File: src/rtl/jk_ctrl_pkg.sv
// Shared encodings for the JK bank sequencer: command opcodes and FSM states.
package jk_ctrl_pkg;

  localparam logic [1:0] OP_CLEAR  = 2'b00;
  localparam logic [1:0] OP_LOAD   = 2'b01;
  localparam logic [1:0] OP_COUNT  = 2'b10;
  localparam logic [1:0] OP_TOGGLE = 2'b11;

  localparam logic [1:0] S_IDLE  = 2'b00;
  localparam logic [1:0] S_DRIVE = 2'b01;
  localparam logic [1:0] S_DONE  = 2'b10;

  // CLEAR and LOAD always run exactly one bank edge, whatever cmd_len says.
  function automatic logic op_is_single(input logic [1:0] op);
    return (op == OP_CLEAR) || (op == OP_LOAD);
  endfunction

endpackage

File: src/rtl/jk_count_terms.sv
// Carry-chain J/K terms for a synchronous up-counter built from JK flip-flops.
module jk_count_terms #(
  parameter int N = 4
) (
  input  logic [N-1:0] q,
  output logic [N-1:0] t
);

  // Bit i toggles only when every lower bit is already 1.
  assign t[0] = 1'b1;

  for (genvar i = 1; i < N; i++) begin : g_term
    assign t[i] = &q[i-1:0];
  end

endmodule

File: src/rtl/jk_bank_seq_ctrl.sv
// Command sequencer for a bank of JK flip-flops: accepts one command at a time
// and drives the bank's J/K inputs for the programmed number of edges.
module jk_bank_seq_ctrl
  import jk_ctrl_pkg::*;
#(
  parameter int N  = 4,
  parameter int CW = 8
) (
  input  logic          CK,
  input  logic          CLR,
  input  logic          cmd_valid,
  output logic          cmd_ready,
  input  logic [1:0]    cmd_op,
  input  logic [N-1:0]  cmd_data,
  input  logic [CW-1:0] cmd_len,
  input  logic [N-1:0]  Q,
  output logic [N-1:0]  J,
  output logic [N-1:0]  K,
  output logic          busy,
  output logic          done
);

  logic [1:0]    state;
  logic [1:0]    op_r;
  logic [N-1:0]  data_r;
  logic [CW-1:0] cnt;
  logic [CW-1:0] eff_len;
  logic [N-1:0]  count_t;

  assign eff_len = op_is_single(cmd_op) ? CW'(1) : cmd_len;

  jk_count_terms #(.N(N)) u_count_terms (
    .q (Q),
    .t (count_t)
  );

  // The counter holds the number of bank edges still to drive, so DRIVE exits after the edge where it reads 1.
  always_ff @(posedge CK or negedge CLR) begin
    if (!CLR) begin
      state  <= S_IDLE;
      op_r   <= '0;
      data_r <= '0;
      cnt    <= '0;
    end else begin
      case (state)
        S_IDLE: begin
          if (cmd_valid) begin
            op_r   <= cmd_op;
            data_r <= cmd_data;
            cnt    <= eff_len;
            state  <= (eff_len == '0) ? S_DONE : S_DRIVE;
          end
        end
        S_DRIVE: begin
          cnt <= cnt - 1'b1;
          if (cnt == CW'(1)) state <= S_DONE;
        end
        S_DONE:  state <= S_IDLE;
        default: state <= S_IDLE;
      endcase
    end
  end

  assign cmd_ready = (state == S_IDLE);
  assign busy      = (state == S_DRIVE) || (state == S_DONE);
  assign done      = (state == S_DONE);

  // Outside DRIVE the bank sees J=K=0, i.e. hold.
  always_comb begin
    J = '0;
    K = '0;
    if (state == S_DRIVE) begin
      case (op_r)
        OP_CLEAR:  begin J = '0;      K = '1;       end
        OP_LOAD:   begin J = data_r;  K = ~data_r;  end
        OP_COUNT:  begin J = count_t; K = count_t;  end
        OP_TOGGLE: begin J = data_r;  K = data_r;   end
        default:   begin J = '0;      K = '0;       end
      endcase
    end
  end

endmodule

File: config.mk
export PLATFORM = sky130hd
export DESIGN_NAME = jk_bank_seq_ctrl
export DESIGN_NICKNAME = d
export VERILOG_FILES = /design/src/rtl/jk_ctrl_pkg.sv /design/src/rtl/jk_count_terms.sv /design/src/rtl/jk_bank_seq_ctrl.sv
export SDC_FILE = /design/constraint.sdc
export NUM_CORES = 1
export LEC_CHECK = 0
export BUFFER_PORTS_ARGS = -buffer_cell sky130_fd_sc_hd__buf_2
export CORE_AREA = 5 5 59 61
export DETAILED_ROUTE_END_ITERATION = 7
export DIE_AREA = 0 0 64 66
export HOLD_SLACK_MARGIN = 0.08
export PLACE_DENSITY = 0.65
export SLEW_MARGIN = 30
export SYNTH_ARGS = -nofsm -noshare
export SYNTH_HDL_FRONTEND = slang
export SYNTH_SLANG_ARGS = --single-unit
File: constraint.sdc
create_clock -name CK -period 1.43 [get_ports CK]
set_input_delay 0.0715 -clock CK [delete_from_list [all_inputs] [get_ports CK]]
set_output_delay 0.0715 -clock CK [all_outputs]
set_load 0.03 [all_outputs]
==> results of run 1 <==
[report_power, final]
group | leakage (nW) | internal (W) | switching, W
Sequential | 0.191 | 0.000686 | 0.000225
Combinational | 0.522 | 0.00116 | 0.00143
Clock | 0.0210 | 0.000155 | 0.000146
Total | 0.734 | 0.00200 | 0.00180
[stage by stage]
stage / area, sq um / setup TNS [ps]
after global placement: 1330 / 0
after global routing: 1670 / -1540
after CTS: 1590 / -231
after detailed placement: 1330 / -14.4
final: 1670 / -296
after floorplan: 1140 / -301
[sequential cells by signal, indices dropped and copies added (netlist names)]
signal and flops:
state 2, data_r 4, op_r 2, cnt 8
[cells in the final DEF (no fill, tap or decap), types with 5 or more instances in the layout]
master / instances
nand2_1: 6
buf_6: 12
mux2_2: 6
a21oi_1: 5
nand3_1: 5
buf_2: 22
dlygate4sd3_1: 7
nor2_1: 9
dfrtp_1: 15
a21oi_2: 5
inv_1: 5
buf_4: 9
[logic make-up (layout without fill, tap and decap cells)]
group	Yosys count	in the layout
simple gates	40	40
mux	7	7
xor+xnor	2	2
fa+ha+maj	5	5
compound gates	41	41
flops	16	16
buf+inv	15	63
[critical path: cells and delay by family, from the launching register on]
kind	cells	cell delay, ps
AOI/OAI and AO/OA	2	230
adders and majority gates	1	150
buffers and inverters	3	350
DFF	1	400
[cell type report]
cell class | instances | share of cell area, %
multi-input combinational | 95 | 45.7
sequential | 16 | 24.0
timing repair buffer | 51 | 23.8
tap | 33 | 2.47
clock buffer | 4 | 2.17
inverter | 8 | 1.80
[worst paths after layout]
check,from,endpoint,slack (ps),depth (start not counted)
max,state[1]$_DFFE_PN0P_,K[2],-60,6
min,cmd_len[1],cnt[1]$_DFFE_PN0P_,100,3
max reg2reg,state[1]$_DFFE_PN0P_,state[0]$_DFFE_PN0P_,-20,8
min reg2reg,cnt[6]$_DFFE_PN0P_,cnt[6]$_DFFE_PN0P_,530,2
max in group asynchronous,CLR,op_r[0]$_DFFE_PN0P_,910,2
min in group asynchronous,CLR,cnt[3]$_DFFE_PN0P_,210,2
[routing by layer]
metal / track usage [%] / vias up / part of all wire, %
met1: 16.3 / 546 / 38
met5: 0 / - / 0
met2: 27.5 / 36 / 55
met4: 4.68 / 0 / 2.6
met3: 3.57 / 10 / 4.6
li1: - / 558 / -
[timing repair]
action / in CTS / in global routing
buffers inserted: 7 / 1
setup endpoints to repair: 15 / 24
pin swaps: 4 / 7
hold endpoints to repair: 22 / 0
hold buffers: 7 / 0
resized for setup: 33 / 18
==> key figures, run 1 <==
Logic synthesis
  • #FFs+latches synth: 16
  • Top-count cell post-synth: dfrtp_1
  • Post-Syn Area per Cell: slightly below 9 sq um
  • Top FF cell, synth: dfrtp_1
  • Post-synth net total: 152
  • Mux share of post-synthesis cell area: 6.97%
  • Largest family of logic cells by synthesized area: compound AO/OA/AOI/OAI gates
  • Top cell type by total area after synthesis: dfrtp_1
  • Synth cell types: 40
  • XOR/XNOR Fraction of Synth Area: under 10%
  • Synth top cells by count: dfrtp_1, a21oi_1, nor2_1
  • Mapped cell area: 1110 sq um
  • Number of synthesized flops with an enable pin: 0
  • Compound-Gate Fraction of Synth Area: 22.7%
  • Largest cells by area after synthesis: dfrtp_1, mux2_2, ha_1
  • Area fraction of the dominant cell type after synthesis: a little over a third
  • Synth Area in Adders: around 5.6%
  • Post-synthesis sequential area ratio: 36.0%
  • YS warnings: 0
  • Async S/R FF share, synth: between 90% and 100%
  • Simple-Gate Fraction of Synth Area: 20.1%
  • Mapped Cells: 126

Worst setup path
  • Crit Path Max Fanout: 4
  • Crit-path max cell delay: around 400 ps
  • Most frequent CP cell: buf_6
  • Critical Path AT: 1420 ps
  • Startpoint types: register
  • Critical path cell sequence: inv_2 > ha_4 > buf_6 > o21ai_2 > a31oi_2 > buf_6
  • CP required: 1360 ps
  • CP max stage cell: dfrtp_1
  • CP endpoint kind: output port
  • WS Path Type: register to output port

Global route
  • Aggregate global routing overflow: 0
  • Gr usage total: between 10 and 15%
  • First-pass GRT wire length: about 5000 um
  • Vias in the first global route: roughly 1.1k
  • Largest net degree at the start of global routing: 17
  • Initial antenna violation count: 0

Floorplanning
  • Die Y: 66 um
  • Initial Util: 38.0%
  • Die Width: 64 um
  • Core ar.: 2930 sq um
  • Full die area: 4220 sq um
  • IO Pins: 32
  • Std-Cell Rows: 20

STA
  • Period utilisation layout: 104%
  • Min cycle time layout: 1490 ps
  • Layout Skew: 12.0 ps
  • Final setup viols: 8
  • Worst Slack Setup Final: -60.3 ps
  • Count of pins over their slew limit: 0
  • Fin. Hold Viols: 0
  • Peak Freq: 0.671 GHz
  • Worst slew pin tran: 378 ps
  • Unrepaired setup endpoints after global routing: true
  • Max transition margin: between 70% and 80%
  • Hold slack: 97.6 ps

Layout
  • Layout Cells excl Fill: 207
  • Multi-input gate area: approximately 760 sq um
  • Layout net count: 201
  • Seq. cell area: ~400 sq um
  • Area Overhead vs Synth: 50.3%
  • Antenna diodes: 0
  • Fillers: 256
  • Fin util: about 57%
  • Share of layout cells above drive strength 1: ~49%

Placed design
  • Port Buffers: 30
  • Detail Placement HPWL: 2100 um
  • RD Place Congestion: approximately 0.8
  • Cell count after placement: 189
  • Setup WS pre-CTS: -9.53 ps

Outcome
  • Failing checks: setup timing
  • Status: finished, violations left

Routing
  • DR pass1 iterations: 4
  • Via count: 1150
  • Vias per cell: 5.56
  • Drc violations: 0
  • Final WL: 3040 um
  • Post-route ant nets: 0
  • DR iter-0 viols: 46
  • Drt wl/cell: 14.7 um

CTS
  • Worst-skew pair later-pin latency: 290 ps
  • Sink Count: 16
  • Num CTS Buffers: 3
  • CTS clk-pin slew, worst paths: approximately 100 ps
  • CTS tree: built
  • H-tree levels: 1
  • CTS max path bufs: 2
  • Clock root buffer: clkbuf_4

Hold path
  • Worst hold path class: input port to register

Power and ir drop
  • Power per cell area: 2270 nW/um^2
  • Worst vdd ir: roughly 0.0014 V
  • Leak: 0.734 nW
  • Final Power: 0.00380 W

Run
  • Maxcap violations: 0
No activity file was read; power rests on OpenSTA's default activity.
==> run 2: changes to the inputs <==
==> constraint.sdc (replaced) <==
create_clock -name CK -period 1.43 [get_ports CK]
set_input_delay 0.143 -clock CK [delete_from_list [all_inputs] [get_ports CK]]
set_output_delay 0.143 -clock CK [all_outputs]
set_load 0.03 [all_outputs]
==> run 2 against run 1 <==
Net effect: the flow still finishes with violations (setup timing); critical path depth decreased by 2; power increased by 9.5%; final cell count is 0.48% higher; clock skew shrank 1.7 ps; setup slack worse by 130 ps; fmax shrank 8.2%; die area unchanged; flip-flop and latch count stayed put; wire length is 4.3% higher; critical path type unchanged; critical endpoint is now J[3]; largest cell class unchanged; highest routed layer unchanged.
==> key figures, run 2 (synthesis gave the netlist of run 1 again) <==
Run
  • Maxcap violations: 0 (unchanged)

Outcome
  • Failing checks: setup timing (unchanged)
  • Status: finished, violations left (unchanged)

Placed design
  • Detail Placement HPWL: 2110 um (was 2100 um)
  • RD Place Congestion: 0.784 (was 0.802)
  • Port Buffers: 30 (unchanged)
  • Setup WS pre-CTS: -12.1 ps (was -9.53 ps)
  • Placement Cell Area: 1330 sq um (unchanged)
  • Cell count after placement: 189 (unchanged)

Global route
  • Aggregate global routing overflow: 0 (unchanged)
  • Largest net degree at the start of global routing: 17 (unchanged)
  • Initial antenna violation count: 0 (unchanged)
  • Gr usage total: 15.0% (was 14.8%)
  • First-pass GRT wire length: 5070 um (was 5000 um)
  • Vias in the first global route: 1112 (was 1119)

Routing
  • DR pass1 iterations: 4 (unchanged)
  • Drc violations: 0 (unchanged)
  • Post-route ant nets: 0 (unchanged)
  • Vias per cell: 5.48 (was 5.56)
  • Via count: 1140 (was 1150)
  • Drt wl/cell: 15.2 um (was 14.7 um)
  • Final WL: 3170 um (was 3040 um)
  • DR iter-0 viols: 30 (was 46)

STA
  • Period utilisation layout: 114% (was 104%)
  • Layout Skew: 10.3 ps (was 12.0 ps)
  • Count of pins over their slew limit: 0 (unchanged)
  • Fin. Hold Viols: 0 (unchanged)
  • Min cycle time layout: 1620 ps (was 1490 ps)
  • Worst Slack Setup Final: -194 ps (was -60.3 ps)
  • Worst slew pin tran: 372 ps (was 378 ps)
  • Unrepaired setup endpoints after global routing: true (unchanged)
  • Peak Freq: 0.616 GHz (was 0.671 GHz)
  • Final setup viols: 20 (was 8)
  • Max transition margin: 75.2% (was 74.8%)

Layout
  • Registers with the most flip-flops: cnt: 8 flops, data_r: 4 flops (unchanged)
  • Seq. cell area: 402 sq um (unchanged)
  • Commonest non-fill, non-tap cell in the layout: buf_2 (unchanged)
  • Post-route design area: 1750 sq um (was 1670 sq um)
  • Commonest non-fill, non-tap cells in the layout: buf_2, buf_6, dfrtp_1 (was buf_2, dfrtp_1, buf_6)
  • Area Overhead vs Synth: 57.7% (was 50.3%)
  • Fillers: 235 (was 256)
  • Layout net count: 202 (was 201)
  • Largest Register: cnt (unchanged)
  • Layout Cells excl Fill: 208 (was 207)
  • Share of layout cells above drive strength 1: 54.3% (was 48.9%)
  • Antenna diodes: 0 (unchanged)
  • Multi-input gate area: 823 sq um (was 764 sq um)
  • Max reg flops: 8 (unchanged)

CTS
  • CTS tree: built (unchanged)
  • Sink Count: 16 (unchanged)
  • Clock root buffer: clkbuf_4 (unchanged)
  • Worst-skew pair later-pin latency: 300 ps (was 290 ps)
  • H-tree levels: 1 (unchanged)
  • CTS clk-pin slew, worst paths: 100 ps (about the same)
  • Num CTS Buffers: 3 (unchanged)
  • CTS max path bufs: 2 (unchanged)

Worst setup path
  • Critical Path AT: 1480 ps (was 1420 ps)
  • CP required: 1290 ps (was 1360 ps)
  • Startpoint types: register (unchanged)
  • Crit-path max cell delay: 390 ps (was 400 ps)
  • Critical path cell sequence: nand3_2 > or3b_4 > a21oi_2 > buf_6 (was inv_2 > ha_4 > buf_6 > o21ai_2 > a31oi_2 > buf_6)
  • Crit Path Max Fanout: 2 (was 4)
  • WS Path Type: register to output port (unchanged)
  • R2R Setup Slk: -30 ps (was -20 ps)
  • CP max stage cell: dfrtp_1 (unchanged)
  • CP endpoint kind: output port (unchanged)

Power and ir drop
  • Leak: 0.751 nW (was 0.734 nW)
  • Worst vdd ir: 0.00189 V (was 0.00140 V)
  • Power per cell area: 2370 nW/um^2 (was 2270 nW/um^2)

Floorplanning
  • IO Pins: 32 (unchanged)
  • Full die area: 4220 sq um (unchanged)
  • Std-Cell Rows: 20 (unchanged)
  • Initial Util: 38.0% (unchanged)
  • Die Y: 66 um (unchanged)
  • Core ar.: 2930 sq um (unchanged)
  • Die Width: 64 um (unchanged)

Hold path
  • Worst hold path class: input port to register (unchanged)
[run 2: metal layers]
metal	track usage, %	vias up	part of all wire [%]
met1	17.7	552	41
met4	4.42	0	0.88
met5	0	-	0
met3	4.76	4	4.3
met2	25.9	25	54
li1	-	559	-
[run 2: final timing paths]
path,start,to,depth (start not counted)
setup / recovery,op_r[1]$_DFFE_PN0P_,J[3],4
hold / removal,cmd_op[0],op_r[0]$_DFFE_PN0P_,2
setup reg to reg,state[0]$_DFFE_PN0P_,cnt[7]$_DFFE_PN0P_,7
hold reg to reg,data_r[3]$_DFFE_PN0P_,data_r[3]$_DFFE_PN0P_,1
max in group asynchronous,CLR,op_r[0]$_DFFE_PN0P_,2
min in group asynchronous,CLR,cnt[3]$_DFFE_PN0P_,2
[run 2: worst max-delay path, delay by kind of cell, from the launching register on]
family / cells / cell delay, ps
AO/OA/AOI/OAI: 1 / 160
AND/OR/NAND/NOR: 2 / 470
flip-flops: 1 / 390
buffers and inverters: 1 / 150
[run 2: final cells by class]
type	instances	area share, %
sequential	16	22.9
tap	33	2.35
timing repair buffer	51	23.9
inverter	8	1.85
clock buffer	4	2.07
multi-input combinational	96	46.9
[run 2: power by group]
part           switching (W)  internal, W  total [W]
clock network       0.000153     0.000155   0.000309
logic                0.00156      0.00137    0.00292
registers           0.000243     0.000686   0.000928
total                0.00196      0.00221    0.00416
[run 2: through the flow]
step	setup TNS [ps]	hold slack (ps)	utilization [%]	total power, W
floorplan	-663	-153	-	0.00248
CTS	-972	81.1	53.9	0.00372
global route	-2500	85.5	59.9	0.00447
finish	-1220	97.3	59.9	0.00416
global placement	0	78.4	45.6	0.00280
detailed placement	-24.2	87.1	45.6	0.00287
[run 2: repair_timing]
action / 4_1_cts / 5_1_grt
cloned: 1 / 0
setup buffers: 7 / 4
hold buffers: 3 / 2
pin swaps: 7 / 13
gates resized for setup: 39 / 31
endpoints found under the hold margin: 18 / 2
setup endpoints to repair: 14 / 26
==> run 3: changes to the inputs <==
--- a/config.mk
+++ b/config.mk
@@ -10,7 +10,7 @@
 export DETAILED_ROUTE_END_ITERATION = 7
 export DIE_AREA = 0 0 64 66
 export HOLD_SLACK_MARGIN = 0.08
-export PLACE_DENSITY = 0.65
+export PLACE_DENSITY = 0.75
 export SLEW_MARGIN = 30
 export SYNTH_ARGS = -nofsm -noshare
 export SYNTH_HDL_FRONTEND = slang
==> run 3 against run 2 <==
Net effect: the flow still finishes with violations (setup timing); combinational power up 7.9%; fmax down 0.92%; clock skew down 5.7 ps; global-route usage down 0.27 points; final cell count up 0.96%; die area unchanged; sequential share of layout area down 0.86 points; largest cell class unchanged; sequential power up 1%; clock power up 5%; register-to-register slack worse by 40 ps; core utilization up 2.4 points; power up 6.0%.
==> key figures, run 3 (synthesis gave the netlist of run 1 again) <==
Outcome
  • Status: finished, violations left (unchanged)
  • Failing checks: setup timing (unchanged)

STA
  • Worst Slack Setup Final: -209 ps (was -194 ps)
  • Max transition margin: 75.2% (about the same)
  • Worst slew pin tran: 371 ps (was 372 ps)
  • Fin. Hold Viols: 0 (unchanged)
  • Layout Skew: 4.62 ps (was 10.3 ps)
  • Period utilisation layout: 115% (was 114%)
  • Peak Freq: 0.610 GHz (was 0.616 GHz)
  • Min cycle time layout: 1640 ps (was 1620 ps)
  • Unrepaired setup endpoints after global routing: true (unchanged)
  • Final setup viols: 20 (unchanged)
  • Post-Route Setup TNS: -1470 ps (was -1220 ps)
  • Count of pins over their slew limit: 0 (unchanged)

Routing
  • Final WL: 3510 um (was 3170 um)
  • Drc violations: 0 (unchanged)
  • Post-route ant nets: 0 (unchanged)
  • Drt wl/cell: 16.7 um (was 15.2 um)
  • Vias per cell: 5.81 (was 5.48)
  • DR iter-0 viols: 85 (was 30)
  • DR pass1 iterations: 5 (was 4)
  • Via count: 1221 (was 1140)

CTS
  • CTS max path bufs: 2 (unchanged)
  • CTS tree: built (unchanged)
  • Clock root buffer: clkbuf_4 (unchanged)
  • Worst-skew pair later-pin latency: 300 ps (about the same)
  • Num CTS Buffers: 3 (unchanged)
  • H-tree levels: 1 (unchanged)
  • CTS clk-pin slew, worst paths: 110 ps (was 100 ps)
  • Sink Count: 16 (unchanged)

Worst setup path
  • Startpoint types: register (unchanged)
  • CP endpoint kind: output port (unchanged)
  • CP required: 1290 ps (about the same)
  • Crit Path Max Fanout: 3 (was 2)
  • Crit-path max cell delay: 460 ps (was 390 ps)
  • Critical Path AT: 1500 ps (was 1480 ps)
  • WS Path Type: register to output port (unchanged)
  • R2R Setup Slk: -70 ps (was -30 ps)
  • Critical path cell sequence: or3b_4 > a21oi_4 > buf_6 (was nand3_2 > or3b_4 > a21oi_2 > buf_6)
  • CP max stage cell: dfrtp_2 (was dfrtp_1)

Hold path
  • Worst hold path class: input port to register (unchanged)

Floorplanning
  • Full die area: 4220 sq um (unchanged)
  • Die Y: 66 um (unchanged)
  • Core ar.: 2930 sq um (unchanged)
  • IO Pins: 32 (unchanged)
  • Die Width: 64 um (unchanged)
  • Initial Util: 38.0% (unchanged)
  • Std-Cell Rows: 20 (unchanged)

Global route
  • Aggregate global routing overflow: 0 (unchanged)
  • Gr usage total: 14.8% (was 15.0%)
  • Largest net degree at the start of global routing: 17 (unchanged)
  • Initial antenna violation count: 0 (unchanged)
  • Vias in the first global route: 1148 (was 1112)
  • First-pass GRT wire length: 5030 um (was 5070 um)

Power and ir drop
  • Leak: 0.794 nW (was 0.751 nW)
  • Power per cell area: 2420 nW/um^2 (was 2370 nW/um^2)
  • Worst vdd ir: 0.00157 V (was 0.00189 V)

Layout
  • Post-route design area: 1820 sq um (was 1750 sq um)
  • Antenna diodes: 0 (unchanged)
  • Seq. cell area: 402 sq um (unchanged)
  • Area Overhead vs Synth: 63.9% (was 57.7%)
  • Layout net count: 204 (was 202)
  • Commonest non-fill, non-tap cells in the layout: buf_2, buf_6, dfrtp_1 (unchanged)
  • Largest Register: cnt (unchanged)
  • Registers with the most flip-flops: cnt: 8 flops, data_r: 4 flops (unchanged)
  • Fillers: 216 (was 235)
  • Share of layout cells above drive strength 1: 52.5% (was 54.3%)
  • Commonest non-fill, non-tap cell in the layout: buf_2 (unchanged)
  • Max reg flops: 8 (unchanged)
  • Multi-input gate area: 843 sq um (was 823 sq um)

Placed design
  • RD Place Congestion: 0.819 (was 0.784)
  • Port Buffers: 30 (unchanged)
  • Setup WS pre-CTS: -0.396 ps (was -12.1 ps)
  • Detail Placement HPWL: 2090 um (was 2110 um)
  • Placement Cell Area: 1330 sq um (unchanged)

Run
  • Maxcap violations: 0 (unchanged)
## run 3: cell count changes in the layout (fill, tap and decap cells not counted), moves of 2 or more
cell and delta:
buf_12 +2, mux2_2 -3, mux2_4 +3, o21ai_1 +2
o21ai_2 -2
## run 3: power breakdown
part	leakage, nW	internal (W)	total [W]	switching, W
sequential	0.191	0.000685	0.000937	0.000252
clock	0.0210	0.000155	0.000324	0.000169
combinational	0.583	0.00150	0.00315	0.00165
## run 3: layout make-up
class / instances / share of cell area, %
clock buffers: 4 / 1.99
inverters: 8 / 1.92
multi-input cells: 96 / 46.3
flip-flops and latches: 16 / 22.0
well taps: 33 / 2.26
repair buffers: 53 / 25.5
## run 3: stage by stage
| step | utilization (%) | instances | total power, W | hold WS (ps) |
|---|---|---|---|---|
| floorplan | - | 126 | 0.00248 | -153 |
| global placement | 45.6 | 189 | 0.00279 | 73.3 |
| detailed placement | 45.6 | 189 | 0.00286 | 80.8 |
| CTS | 56.4 | 204 | 0.00385 | 85.8 |
| global route | 62.3 | 210 | 0.00467 | 138 |
| finish | 62.3 | 210 | 0.00441 | 137 |
## run 3: what timing repair did
| item | 4_1_cts | 5_1_grt |
|---|---|---|
| setup endpoints to repair | 13 | 27 |
| gates cloned | 0 | 1 |
| pin swaps | 7 | 9 |
| buffers inserted | 6 | 4 |
| resized for setup | 50 | 30 |
| hold endpoints to repair | 20 | 1 |
| hold buffers | 5 | 1 |
## run 3: path summary, 6_finish.rpt
path,end,from,cells past startpoint
setup / recovery,K[3],op_r[0]$_DFFE_PN0P_,3
hold / removal,cnt[4]$_DFFE_PN0P_,cmd_len[4],3
setup reg to reg,state[0]$_DFFE_PN0P_,state[1]$_DFFE_PN0P_,8
hold reg to reg,data_r[3]$_DFFE_PN0P_,data_r[3]$_DFFE_PN0P_,1
max in group asynchronous,op_r[0]$_DFFE_PN0P_,CLR,2
min in group asynchronous,cnt[1]$_DFFE_PN0P_,CLR,2
## run 3: worst max-delay path, delay by kind of cell, from the launching register on
family                 cells  cell delay, ps
flip-flops                 1             460
buffers and inverters      1             150
AND/OR/NAND/NOR            1             440
AO/OA/AOI/OAI              1             150
## run 3: routing by layer
layer / GRT usage [%] / part of all wire, %
met5: 0 / 0
met4: 4.94 / 4.1
met3: 3.06 / 7.9
met2: 27.5 / 51
met1: 16.4 / 37
